--- config.mk ---
export PLATFORM = sky130hd
export DESIGN_NAME = apb_uart_completer
export DESIGN_NICKNAME = d
export VERILOG_FILES = /design/src/rtl/apb_uart_completer.sv
export SDC_FILE = /design/constraint.sdc
export NUM_CORES = 1
export LEC_CHECK = 0
export ABC_CLOCK_PERIOD_IN_PS = 7010
export CELL_PAD_IN_SITES_DETAIL_PLACEMENT = 0
export CELL_PAD_IN_SITES_GLOBAL_PLACEMENT = 1
export CORE_MARGIN = 3
export CORE_UTILIZATION = 43
export CTS_BUF_LIST = sky130_fd_sc_hd__clkbuf_2
export DETAILED_ROUTE_END_ITERATION = 16
export PLACE_DENSITY = 0.88
export SYNTH_ARGS = -nofsm -noshare
export SYNTH_HDL_FRONTEND = slang
export SYNTH_SLANG_ARGS = --single-unit
--- constraint.sdc ---
create_clock -name pclk -period 7.01 [get_ports pclk]
set_input_delay 2.103 -clock pclk [delete_from_list [all_inputs] [get_ports pclk]]
set_output_delay 2.103 -clock pclk [all_outputs]
set_load 0.05 [all_outputs]
--- src/rtl/apb_uart_completer.sv ---
// APB completer owning a UART: baud divisor, transmit, status and receive registers.
// Serializes TXDATA bytes onto uart_tx and deserializes uart_rx into a one-byte buffer.
module apb_uart_completer #(
  parameter int WIDTH    = 32,
  parameter int BAUD_RST = 16
) (
  input  logic             pclk,
  input  logic             preset,
  input  logic             psel,
  input  logic             penable,
  input  logic             pwrite,
  input  logic [WIDTH-1:0] paddr,
  input  logic [WIDTH-1:0] pwdata,
  output logic [WIDTH-1:0] prdata,
  output logic             pready,
  output logic             pslverr,
  input  logic             uart_rx,
  output logic             uart_tx
);

  typedef enum logic [1:0] {S_IDLE, S_START, S_DATA, S_STOP} uart_state_e;

  localparam logic [1:0]  A_BAUD    = 2'd0;
  localparam logic [1:0]  A_TXDATA  = 2'd1;
  localparam logic [1:0]  A_STATUS  = 2'd2;
  localparam logic [1:0]  A_RXDATA  = 2'd3;
  localparam logic [10:0] BAUD_MIN  = 11'd4;
  localparam logic [10:0] BAUD_INIT = 11'(BAUD_RST);

  uart_state_e tx_state, tx_next;
  uart_state_e rx_state, rx_next;

  logic [10:0] baud;
  logic [10:0] tx_baud, tx_cnt;
  logic [2:0]  tx_bit;
  logic [7:0]  tx_byte;
  logic [10:0] rx_baud, rx_cnt;
  logic [2:0]  rx_bit;
  logic [7:0]  rx_shift;
  logic        rx_s1, rx_s2, rx_prev;
  logic [7:0]  rx_data;
  logic        rx_valid, rx_overrun;

  logic        access, addr_err, tx_busy, tx_stall;
  logic        wr, rd, tx_start, rx_read;
  logic [1:0]  reg_sel;
  logic        tx_bit_end, rx_bit_end, rx_mid, rx_fall, rx_store;
  logic        unused;

  assign unused = ^{pwdata[WIDTH-1:11], paddr[1:0]};

  // ---------------- APB decode ----------------
  assign access   = psel & penable & ~preset;
  assign addr_err = |paddr[WIDTH-1:4];
  assign reg_sel  = paddr[3:2];
  assign tx_busy  = (tx_state != S_IDLE);
  // A TXDATA write must not overwrite a byte still on the line, so it stalls.
  assign tx_stall = pwrite & ~addr_err & (reg_sel == A_TXDATA) & tx_busy;
  assign pready   = access & ~tx_stall;
  assign pslverr  = pready & addr_err;
  assign wr       = pready & pwrite & ~addr_err;
  assign rd       = pready & ~pwrite & ~addr_err;
  assign tx_start = wr & (reg_sel == A_TXDATA);
  assign rx_read  = rd & (reg_sel == A_RXDATA);

  always_comb begin
    // NOTE: every always_comb output gets a default first so no path leaves it unassigned (no latch).
    prdata = '0;
    if (rd) begin
      case (reg_sel)
        A_BAUD:   prdata = WIDTH'(baud);
        A_STATUS: prdata = WIDTH'({rx_overrun, rx_valid, tx_busy});
        A_RXDATA: prdata = WIDTH'(rx_data);
        default:  prdata = '0;
      endcase
    end
  end

  always_ff @(posedge pclk) begin
    // NOTE: sequential state uses non-blocking assignments so every flop samples pre-edge values.
    if (preset) begin
      baud <= BAUD_INIT;
    end else if (wr && reg_sel == A_BAUD) begin
      baud <= (pwdata[10:0] < BAUD_MIN) ? BAUD_MIN : pwdata[10:0];
    end
  end

  // ---------------- TX FSM ----------------
  assign tx_bit_end = (tx_cnt == tx_baud - 11'd1);

  always_ff @(posedge pclk) begin
    if (preset) tx_state <= S_IDLE;
    else        tx_state <= tx_next;
  end

  always_comb begin
    tx_next = tx_state;
    case (tx_state)
      S_IDLE:  if (tx_start) tx_next = S_START;
      S_START: if (tx_bit_end) tx_next = S_DATA;
      S_DATA:  if (tx_bit_end && tx_bit == 3'd7) tx_next = S_STOP;
      S_STOP:  if (tx_bit_end) tx_next = S_IDLE;
      default: tx_next = S_IDLE;
    endcase
  end

  always_comb begin
    uart_tx = 1'b1;
    case (tx_state)
      S_START: uart_tx = 1'b0;
      S_DATA:  uart_tx = tx_byte[0];
      default: uart_tx = 1'b1;
    endcase
  end

  // Bit period is frozen at frame start so mid-frame BAUD writes apply to the next frame.
  always_ff @(posedge pclk) begin
    if (preset) begin
      tx_cnt  <= '0;
      tx_bit  <= '0;
      tx_byte <= '0;
      tx_baud <= BAUD_INIT;
    end else if (tx_state == S_IDLE) begin
      tx_cnt <= '0;
      tx_bit <= '0;
      if (tx_start) begin
        tx_byte <= pwdata[7:0];
        tx_baud <= baud;
      end
    end else if (tx_bit_end) begin
      tx_cnt <= '0;
      if (tx_state == S_DATA) begin
        tx_bit  <= tx_bit + 3'd1;
        tx_byte <= tx_byte >> 1;
      end
    end else begin
      tx_cnt <= tx_cnt + 11'd1;
    end
  end

  // ---------------- RX FSM ----------------
  always_ff @(posedge pclk) begin
    if (preset) begin
      rx_s1   <= 1'b1;
      rx_s2   <= 1'b1;
      rx_prev <= 1'b1;
    end else begin
      rx_s1   <= uart_rx;
      rx_s2   <= rx_s1;
      rx_prev <= rx_s2;
    end
  end

  assign rx_fall    = rx_prev & ~rx_s2;
  assign rx_mid     = (rx_cnt == (rx_baud >> 1));
  assign rx_bit_end = (rx_cnt == rx_baud - 11'd1);

  always_ff @(posedge pclk) begin
    if (preset) rx_state <= S_IDLE;
    else        rx_state <= rx_next;
  end

  always_comb begin
    rx_next = rx_state;
    case (rx_state)
      S_IDLE:  if (rx_fall) rx_next = S_START;
      S_START: if (rx_mid) rx_next = rx_s2 ? S_IDLE : S_DATA;
      S_DATA:  if (rx_bit_end && rx_bit == 3'd7) rx_next = S_STOP;
      S_STOP:  if (rx_bit_end) rx_next = S_IDLE;
      default: rx_next = S_IDLE;
    endcase
  end

  always_comb begin
    rx_store = (rx_state == S_STOP) & rx_bit_end & rx_s2;
  end

  always_ff @(posedge pclk) begin
    if (preset) begin
      rx_cnt   <= '0;
      rx_bit   <= '0;
      rx_shift <= '0;
      rx_baud  <= BAUD_INIT;
    end else begin
      case (rx_state)
        S_IDLE: begin
          rx_cnt <= '0;
          rx_bit <= '0;
          if (rx_fall) rx_baud <= baud;
        end
        S_START: rx_cnt <= rx_mid ? 11'd0 : rx_cnt + 11'd1;
        S_DATA: begin
          if (rx_bit_end) begin
            rx_cnt   <= '0;
            rx_bit   <= rx_bit + 3'd1;
            rx_shift <= {rx_s2, rx_shift[7:1]};
          end else begin
            rx_cnt <= rx_cnt + 11'd1;
          end
        end
        default: rx_cnt <= rx_cnt + 11'd1;
      endcase
    end
  end

  // A read racing a new byte returns the old byte and leaves only rx_valid set.
  always_ff @(posedge pclk) begin
    if (preset) begin
      rx_data    <= '0;
      rx_valid   <= 1'b0;
      rx_overrun <= 1'b0;
    end else if (rx_store) begin
      rx_data    <= rx_shift;
      rx_valid   <= 1'b1;
      rx_overrun <= ~rx_read & (rx_valid | rx_overrun);
    end else if (rx_read) begin
      rx_valid   <= 1'b0;
      rx_overrun <= 1'b0;
    end
  end

endmodule

## Word level (Yosys, flattened, before mapping)

Cells that the tools add are included.

- Reductions and logical operators: 22
- Order comparisons: 1
- Bitwise operators: 24
- Multiplexer cells: 27
- Equal/unequal tests: 23
- Add/sub/neg operators: 6

Operators by type and width:

| cell | count |
|---|---|
| case mux 11 bit (3 select lines) | 2 |
| two-way mux 11 bit | 3 |
| two-way mux 32 bit | 1 |
| two-way mux 8 bit | 4 |
| OR reduction 28 bit | 1 |
| adder 11 x 1 -> 11 bit (second input constant) | 2 |
| == test 11 bit | 2 |
| subtractor 11 x 1 -> 11 bit (second input constant) | 2 |
| two-way mux 2 bit | 9 |
| != test 2 bit (second input constant) | 9 |
| AND 1 bit | 17 |
| case mux 2 bit (4 select lines) | 2 |
| == test 2 bit (second input constant) | 6 |
| == test 11 x 10 -> 1 bit | 1 |
| < comparator 11 x 3 -> 1 bit (second input constant) | 1 |
| AND reduction 2 bit | 5 |
| nonzero test 2 bit | 5 |
| AND reduction 4 bit | 2 |
| adder 3 x 1 -> 3 bit (second input constant) | 2 |
| == test 2 x 1 -> 1 bit (second input constant) | 3 |
| == test 3 bit (second input constant) | 2 |
| logical NOT 2 bit | 3 |
| NOT 1 bit | 6 |
| case mux 3 bit (2 select lines) | 1 |
| 8 further kinds | 12 |

- Flip-flop bits (word level): 94
- Output and inout port bits: 35
- Word-level logic and storage cells: 120

## Depth between registers and ports, before layout

Gate-level depths: netlist of the first run.

- Depth after elaboration: 13
- Gate-level depth with buffers: 10
- Mapped depth without buffers: 8

## Worst setup path after synthesis of the first run

OpenSTA, ideal clock, no wires.

- Path kind: input port to output port
- Start point: in paddr[14]
- End point: out prdata[0]
- Arrival time: 3.905 ns
- Cell stages on the path: 5
- Path slack: 1.002 ns
- Cell sequence: nor4_1 -> nand4_1 -> or4_1 -> clkbuf_1 -> nor2_1

- Cells in the longest elaborated chain, start to end: 10

RTL lines:

| element | line | source |
|---|---|---|
| start: declaration | 12 | `input logic [WIDTH-1:0] paddr,` |
| OR reduction 28 bit (*) | 54 | `assign addr_err = \|paddr[WIDTH-1:4];` |
| NOT 1 bit (*) | 58, 62 |  |
| AND 1 bit (3 in a row) | 58 | `assign tx_stall = pwrite & ~addr_err & (reg_sel == A_TXDATA) & tx_busy;` |
| NOT 1 bit | 59 | `assign pready = access & ~tx_stall;` |
| AND 1 bit | 59 |  |
| AND 1 bit | 62 | `assign rd = pready & ~pwrite & ~addr_err;` |
| AND 1 bit (*) | 62 |  |
| two-way mux 32 bit (*) | 69 | `if (rd) begin` |
| end: declaration | 14 | `output logic [WIDTH-1:0] prdata,` |

Every way passes the cells marked *; elsewhere a longest branch is shown, timed or not.

## Worst setup path after layout of the first run

- Start point: in paddr[13]
- End point: out prdata[10]

Same word-level chain as after synthesis.

==> results of run 1 <==
## area by class of cell
class,count,area share [%]
multi-input cells,488,52.0
flip-flops and latches,94,30.3
repair buffers,64,11.8
well taps,168,3.39
clock inverters,7,0.988
inverters,13,0.786
clock buffers,9,0.726
## cell usage after synthesis (2+ instances only)
library cell	number
a211o_1	3
a211oi_1	12
a21oi_1	30
a22oi_1	8
a31oi_1	2
and2_1	3
and3_1	8
and3b_1	2
and4_1	2
buf_1	4
buf_2	8
buf_4	21
clkbuf_1	31
dfxtp_1	94
ha_1	12
inv_1	13
mux2_1	7
mux2_2	2
mux2i_1	37
nand2_1	45
nand2b_1	29
nand3_1	23
nand3b_1	8
nand4_1	13
nor2_1	64
nor2b_1	13
nor3_1	13
nor3b_1	4
nor4_1	12
nor4_4	2
o21ai_0	6
o221ai_1	2
o311ai_0	2
o31a_1	2
o31ai_1	6
o41ai_1	9
or2_2	3
or3_1	4
or4_1	8
xnor2_1	28
xor2_1	23
## power by group through the flow
stage / clock (mW) / sequential, mW / combinational (mW)
after floorplan: 0 / 0.549 / 0.0647
after global placement: 0 / 0.550 / 0.0874
after detailed placement: 0 / 0.550 / 0.0887
after CTS: 0.268 / 0.541 / 0.0891
after global routing: 0.292 / 0.542 / 0.0949
final: 0.262 / 0.541 / 0.0893
## worst max-delay path by stage
stage | start | to | slack, ns | depth (start not counted)
6_report | paddr[13] | prdata[10] | 0.40 | 7
5_1_grt | paddr[12] | prdata[10] | 0.17 | 7
4_1_cts | paddr[13] | prdata[10] | 0.39 | 7
3_5_place_dp | paddr[13] | prdata[10] | 0.40 | 7
3_3_place_gp | paddr[13] | prdata[10] | 0.46 | 7
2_1_floorplan | paddr[14] | prdata[0] | 1.00 | 5
## flip-flops by register name, indices dropped and copies added, names as in the netlist, 2 cells and up, named ones only
name and cells:
baud 11, rx_baud 11, rx_cnt 11, tx_baud 11
tx_cnt 11, rx_data 8, rx_shift 8, tx_byte 8
rx_bit 3, tx_bit 3, tx_state 2
## critical path: stages
cell and delay, ns:
clkdlybuf4s50_1 0.40, nor4_1 0.31, nand4_1 0.28, or4_1 0.75
nor3_1 0.28, and2_1 0.23, buf_12 0.15
## kinds of logic (layout without fill, tap and decap cells)
logic type      Yosys count  after routing  share of synthesized area [%]
other cells               1             21                         0.0693
compound gates           97             97                           12.4
flops                    94             94                           34.8
mux                      46             46                           8.72
fa+ha+maj                12             12                           2.78
simple gates            261            261                           25.9
xor+xnor                 51             51                           8.26
buf+inv                  78             93                           7.08
## layout by cell type, fill, tap and decap left out, types with 13 or more instances in the layout
cell type        netlist  final
nand2b_1              29     29
nand4_1               13     13
a21oi_1               30     30
inv_1                 13     13
nor2b_1               13     13
clkdlybuf4s50_1        0     48
xnor2_1               28     28
mux2i_1               37     37
conb_1                 1     21
nand3_1               23     23
dfxtp_1               94     94
nor2_1                64     64
nand2_1               45     45
xor2_1                23     23
## routing by layer
layer	part of all wire [%]	vias to the layer above	GRT usage, %
li1	-	2272	-
met1	47	2182	25.1
met2	47	92	28.6
met3	4.5	17	4.02
met4	1.3	0	4.32
met5	0	-	0
## per-stage QoR
stage | power (mW) | worst slack [ns] | hold WS, ns
floorplan | 0.613 | 1.00 | 0.389
global placement | 0.637 | 0.464 | 0.401
detailed placement | 0.639 | 0.402 | 0.399
CTS | 0.898 | 0.388 | 0.455
global route | 0.928 | 0.171 | 0.477
finish | 0.892 | 0.400 | 0.452
==> metrics.txt, run 1 <==
status finished, final reports clean; final wirelength 12600 um; max-cap viol count 0; Inserted Diodes 0; final-layout fill cell count 1159; Psw 0.265 mW; Slew Limit Fails 0; Final Skew 0.0308 ns; DRC viols 0; clk slew on worst S/H paths 0.27 ns; worst-path fanout max 10; Flop pwr share 60.6%; Required @ worst endpoint 4.91 ns; Clock Latency Late Sink 0.60 ns; FMAX 0.151 GHz; placed inst area 6090 um2; register bit total from synthesis 94; Post-synth ARST share 0%; Initial DRC Count 283; register area 1880 um2; DP Cell Count 826; DRT antenna net count 0; R2R Path Start rx_baud[1]; CTS hold repair buffers 0; Synth-to-Final Area Change 14.7%; worst r2r dst rx_data[3]; Yosys cell types 63; clk sinks 94; Routed wire per std cell 14.9 um; ys flop type dfxtp_1; Pwr Density 144 nW/um2; Post-Synthesis Cells 640; VDD IR max 135 uV; Post-CTS Setup Bufs 0; Setup Viol. Count Final 0; Yosys top cell by area dfxtp_1; top cell type's share of synthesized area 34.8%; synthesized area 5410 um2; die span in y 118 um; Port Buf Inserts 60; first-pass GRT wire length 21100 um; Leakage 2.10 nW; Tmin final 6.61 ns; Seq/Total Area, Yosys 34.8%; GRT Residual Overflow 0; vias after detailed routing 4563; Min-Delay Path Class register to register; TritonCTS Buffers 9; initial antenna violation count 0; fraction of layout cells with a size suffix above 1 6.52%; Pint 0.626 mW; setup TNS 0 ns; GRT Overall Usage 18.1%; Starting Density 44.5%; switch share 29.7%; crit path kind input port to output pin; Slew @ Worst Pin 1.21 ns; clock root buffer master clkbuf_2; worst reg2reg setup slack 3.87 ns; Hold Crit Endpoint rx_s2; CP Data Arrival Time 4.51 ns; clock share of power 29.4%; hold path cells 1; combinational fraction of design power 10.0%; drt pass-1 iters 5; hold_sp rx_s1; RSZ-0062 raised after global routing no; Slew HR 19.2%; pin count of the biggest net entering global routing 104; Die Footprint 14000 um2; period utilisation layout 94.3%; Ys Warns 0; Syn Area/Cell 8.45 um2; vias in the first global route 4317; Die W 118 um; Boundary Pins 105; TritonCTS clock tree done; CTS resizes 0; Final nets 752; Synth area leaders dfxtp_1 (35%), mux2i_1 (6.8%), xnor2_1 (4.5%), nor2_1 (4.4%), xor2_1 (3.7%); cells on worst reg2reg path 8; fin util 51.0%; post-detail-place hpwl 9060 um; non-filler cells in the finished layout 843; EDFF count, synth 0; H-tree depth 3; Hold Violations, Final 0; CTS max path bufs 2; CP endpoint kind output pin; area occupied by multi-input gates 3230 um2; post-route design area 6210 um2; Rows 40; core area 12200 um2; GP Congestion 0.817; vias per cell 5.41; Startpoint Class input port
Power figures use the tool's default switching activity.
==> run 2: changes to the inputs <==
==> config.mk (replaced) <==
export PLATFORM = sky130hd
export DESIGN_NAME = apb_uart_completer
export DESIGN_NICKNAME = d
export VERILOG_FILES = /design/src/rtl/apb_uart_completer.sv
export SDC_FILE = /design/constraint.sdc
export NUM_CORES = 1
export LEC_CHECK = 0
export ABC_CLOCK_PERIOD_IN_PS = 7010
export CORE_MARGIN = 3
export CORE_UTILIZATION = 55
export CTS_BUF_LIST = sky130_fd_sc_hd__clkbuf_2
export DETAILED_ROUTE_END_ITERATION = 16
export PLACE_DENSITY = 0.84
export SYNTH_ARGS = -nofsm -noshare
export SYNTH_HDL_FRONTEND = slang
export SYNTH_SLANG_ARGS = --single-unit
==> run 2 against run 1 <==
Worst hold slack worse by 0.0051 ns. Clock skew up 0.011 ns. Total power down 4.0%. Cell count down 4.7%. Critical path depth is the same. Die area down 21%. Utilization up 14 points. Cell area fell by 1.1%. Clock-buffer cell count is the same. Flip-flop and latch count unchanged. Worst setup slack got worse by 0.0020 ns. Largest power group unchanged.
==> metrics.txt, run 2 (same netlist as run 1, synthesis figures left out) <==
GRT Residual Overflow 0; period utilisation layout 94.3%; RSZ-0062 raised after global routing no; Slew Limit Fails 0; commonest cells after routing, fill and taps aside dfxtp_1 (94), nor2_1 (64), clkdlybuf4s50_1 (48); final-layout fill cell count 772; vias in the first global route 4453; final wirelength 12500 um; vias per cell 5.76; Final nets 752; placed inst area 6050 um2; GRT Overall Usage 22.7%; status finished, final reports clean; most common library cell in the layout ignoring fill and taps dfxtp_1; DRT antenna net count 0; fin util 65.2%; initial antenna violation count 0; Post-CTS Setup Bufs 0; Die W 105 um; CP endpoint kind output pin; Final Skew 0.0414 ns; first-pass GRT wire length 20900 um; CTS hold repair buffers 0; FMAX 0.151 GHz; Leakage 2.10 nW; crit path kind input port to output pin; H-tree depth 3; TritonCTS clock tree done; fraction of layout cells with a size suffix above 1 6.08%; max-cap viol count 0; pin count of the biggest net entering global routing 104; clk sinks 94; Die Footprint 11100 um2; post-detail-place hpwl 9150 um; Setup Viol. Count Final 0; GP Congestion 0.807; Pwr Density 140 nW/um2; Synth-to-Final Area Change 13.4%; Tmin final 6.61 ns; DP Cell Count 788; Slew HR 16.0%; CTS max path bufs 2; Port Buf Inserts 60; clock root buffer master clkbuf_2; clk slew on worst S/H paths 0.23 ns; drt pass-1 iters 6; post-route design area 6140 um2; vias after detailed routing 4627; DRC viols 0; die span in y 105 um; worst-path fanout max 10; Starting Density 57.5%; Initial DRC Count 314; Clock Latency Late Sink 0.55 ns; Hold Violations, Final 0; Min-Delay Path Class register to register; core area 9420 um2; setup TNS 0 ns; Routed wire per std cell 15.6 um; TritonCTS Buffers 9; Boundary Pins 105; Pwr Total 0.856 mW; Startpoint Class input port; CP Data Arrival Time 4.51 ns; non-filler cells in the finished layout 803; Rows 35; Slew @ Worst Pin 1.25 ns; VDD IR max 107 uV; CTS resizes 0; Required @ worst endpoint 4.91 ns; Inserted Diodes 0
## run 2: worst paths after layout
kind                   start         end  slack, ns  depth (start not counted)
setup / recovery   paddr[14]  prdata[10]       0.40                          7
hold / removal         rx_s1       rx_s2       0.45                          1
setup reg to reg  rx_baud[0]  rx_data[3]       3.80                          8
hold reg to reg        rx_s1       rx_s2       0.45                          1
## run 2: area by class of cell
type                    count  area (um2)  share of cell area (%)
clock buffers               9        45.0                   0.734
flip-flops and latches     94        1880                    30.7
clock inverters             6        38.8                   0.632
inverters                  13        48.8                   0.795
repair buffers             64         736                    12.0
multi-input cells         488        3230                    52.6
well taps                 129         161                    2.63
## run 2: worst max-delay path: stages
cell             delay, ns
clkdlybuf4s50_1       0.39
nor4_1                0.29
nand4_1               0.29
or4_1                 0.74
nor3_1                0.30
and2_1                0.23
buf_12                0.15
## run 2: power by group
part	total, mW	internal (mW)	switching [mW]	leakage, nW
Clock	0.227	0.0448	0.182	0.0572
Sequential	0.540	0.538	0.00238	0.758
Combinational	0.0895	0.0338	0.0557	1.29
## run 2: through the flow
stage,hold WS [ns],setup slack (ns)
6_report,0.447,0.398
3_3_place_gp,0.396,0.471
3_5_place_dp,0.404,0.397
5_1_grt,0.474,0.195
4_1_cts,0.454,0.390
2_1_floorplan,0.389,1.00
## run 2: routing by layer
| metal | wire (um) | GRT usage [%] | share of wire (%) |
|---|---|---|---|
| met1 | 5770 | 30.2 | 46 |
| met2 | 5970 | 37.1 | 48 |
| met3 | 492 | 3.52 | 3.9 |
| met4 | 281 | 8.62 | 2.2 |
| met5 | 0 | 0 | 0 |
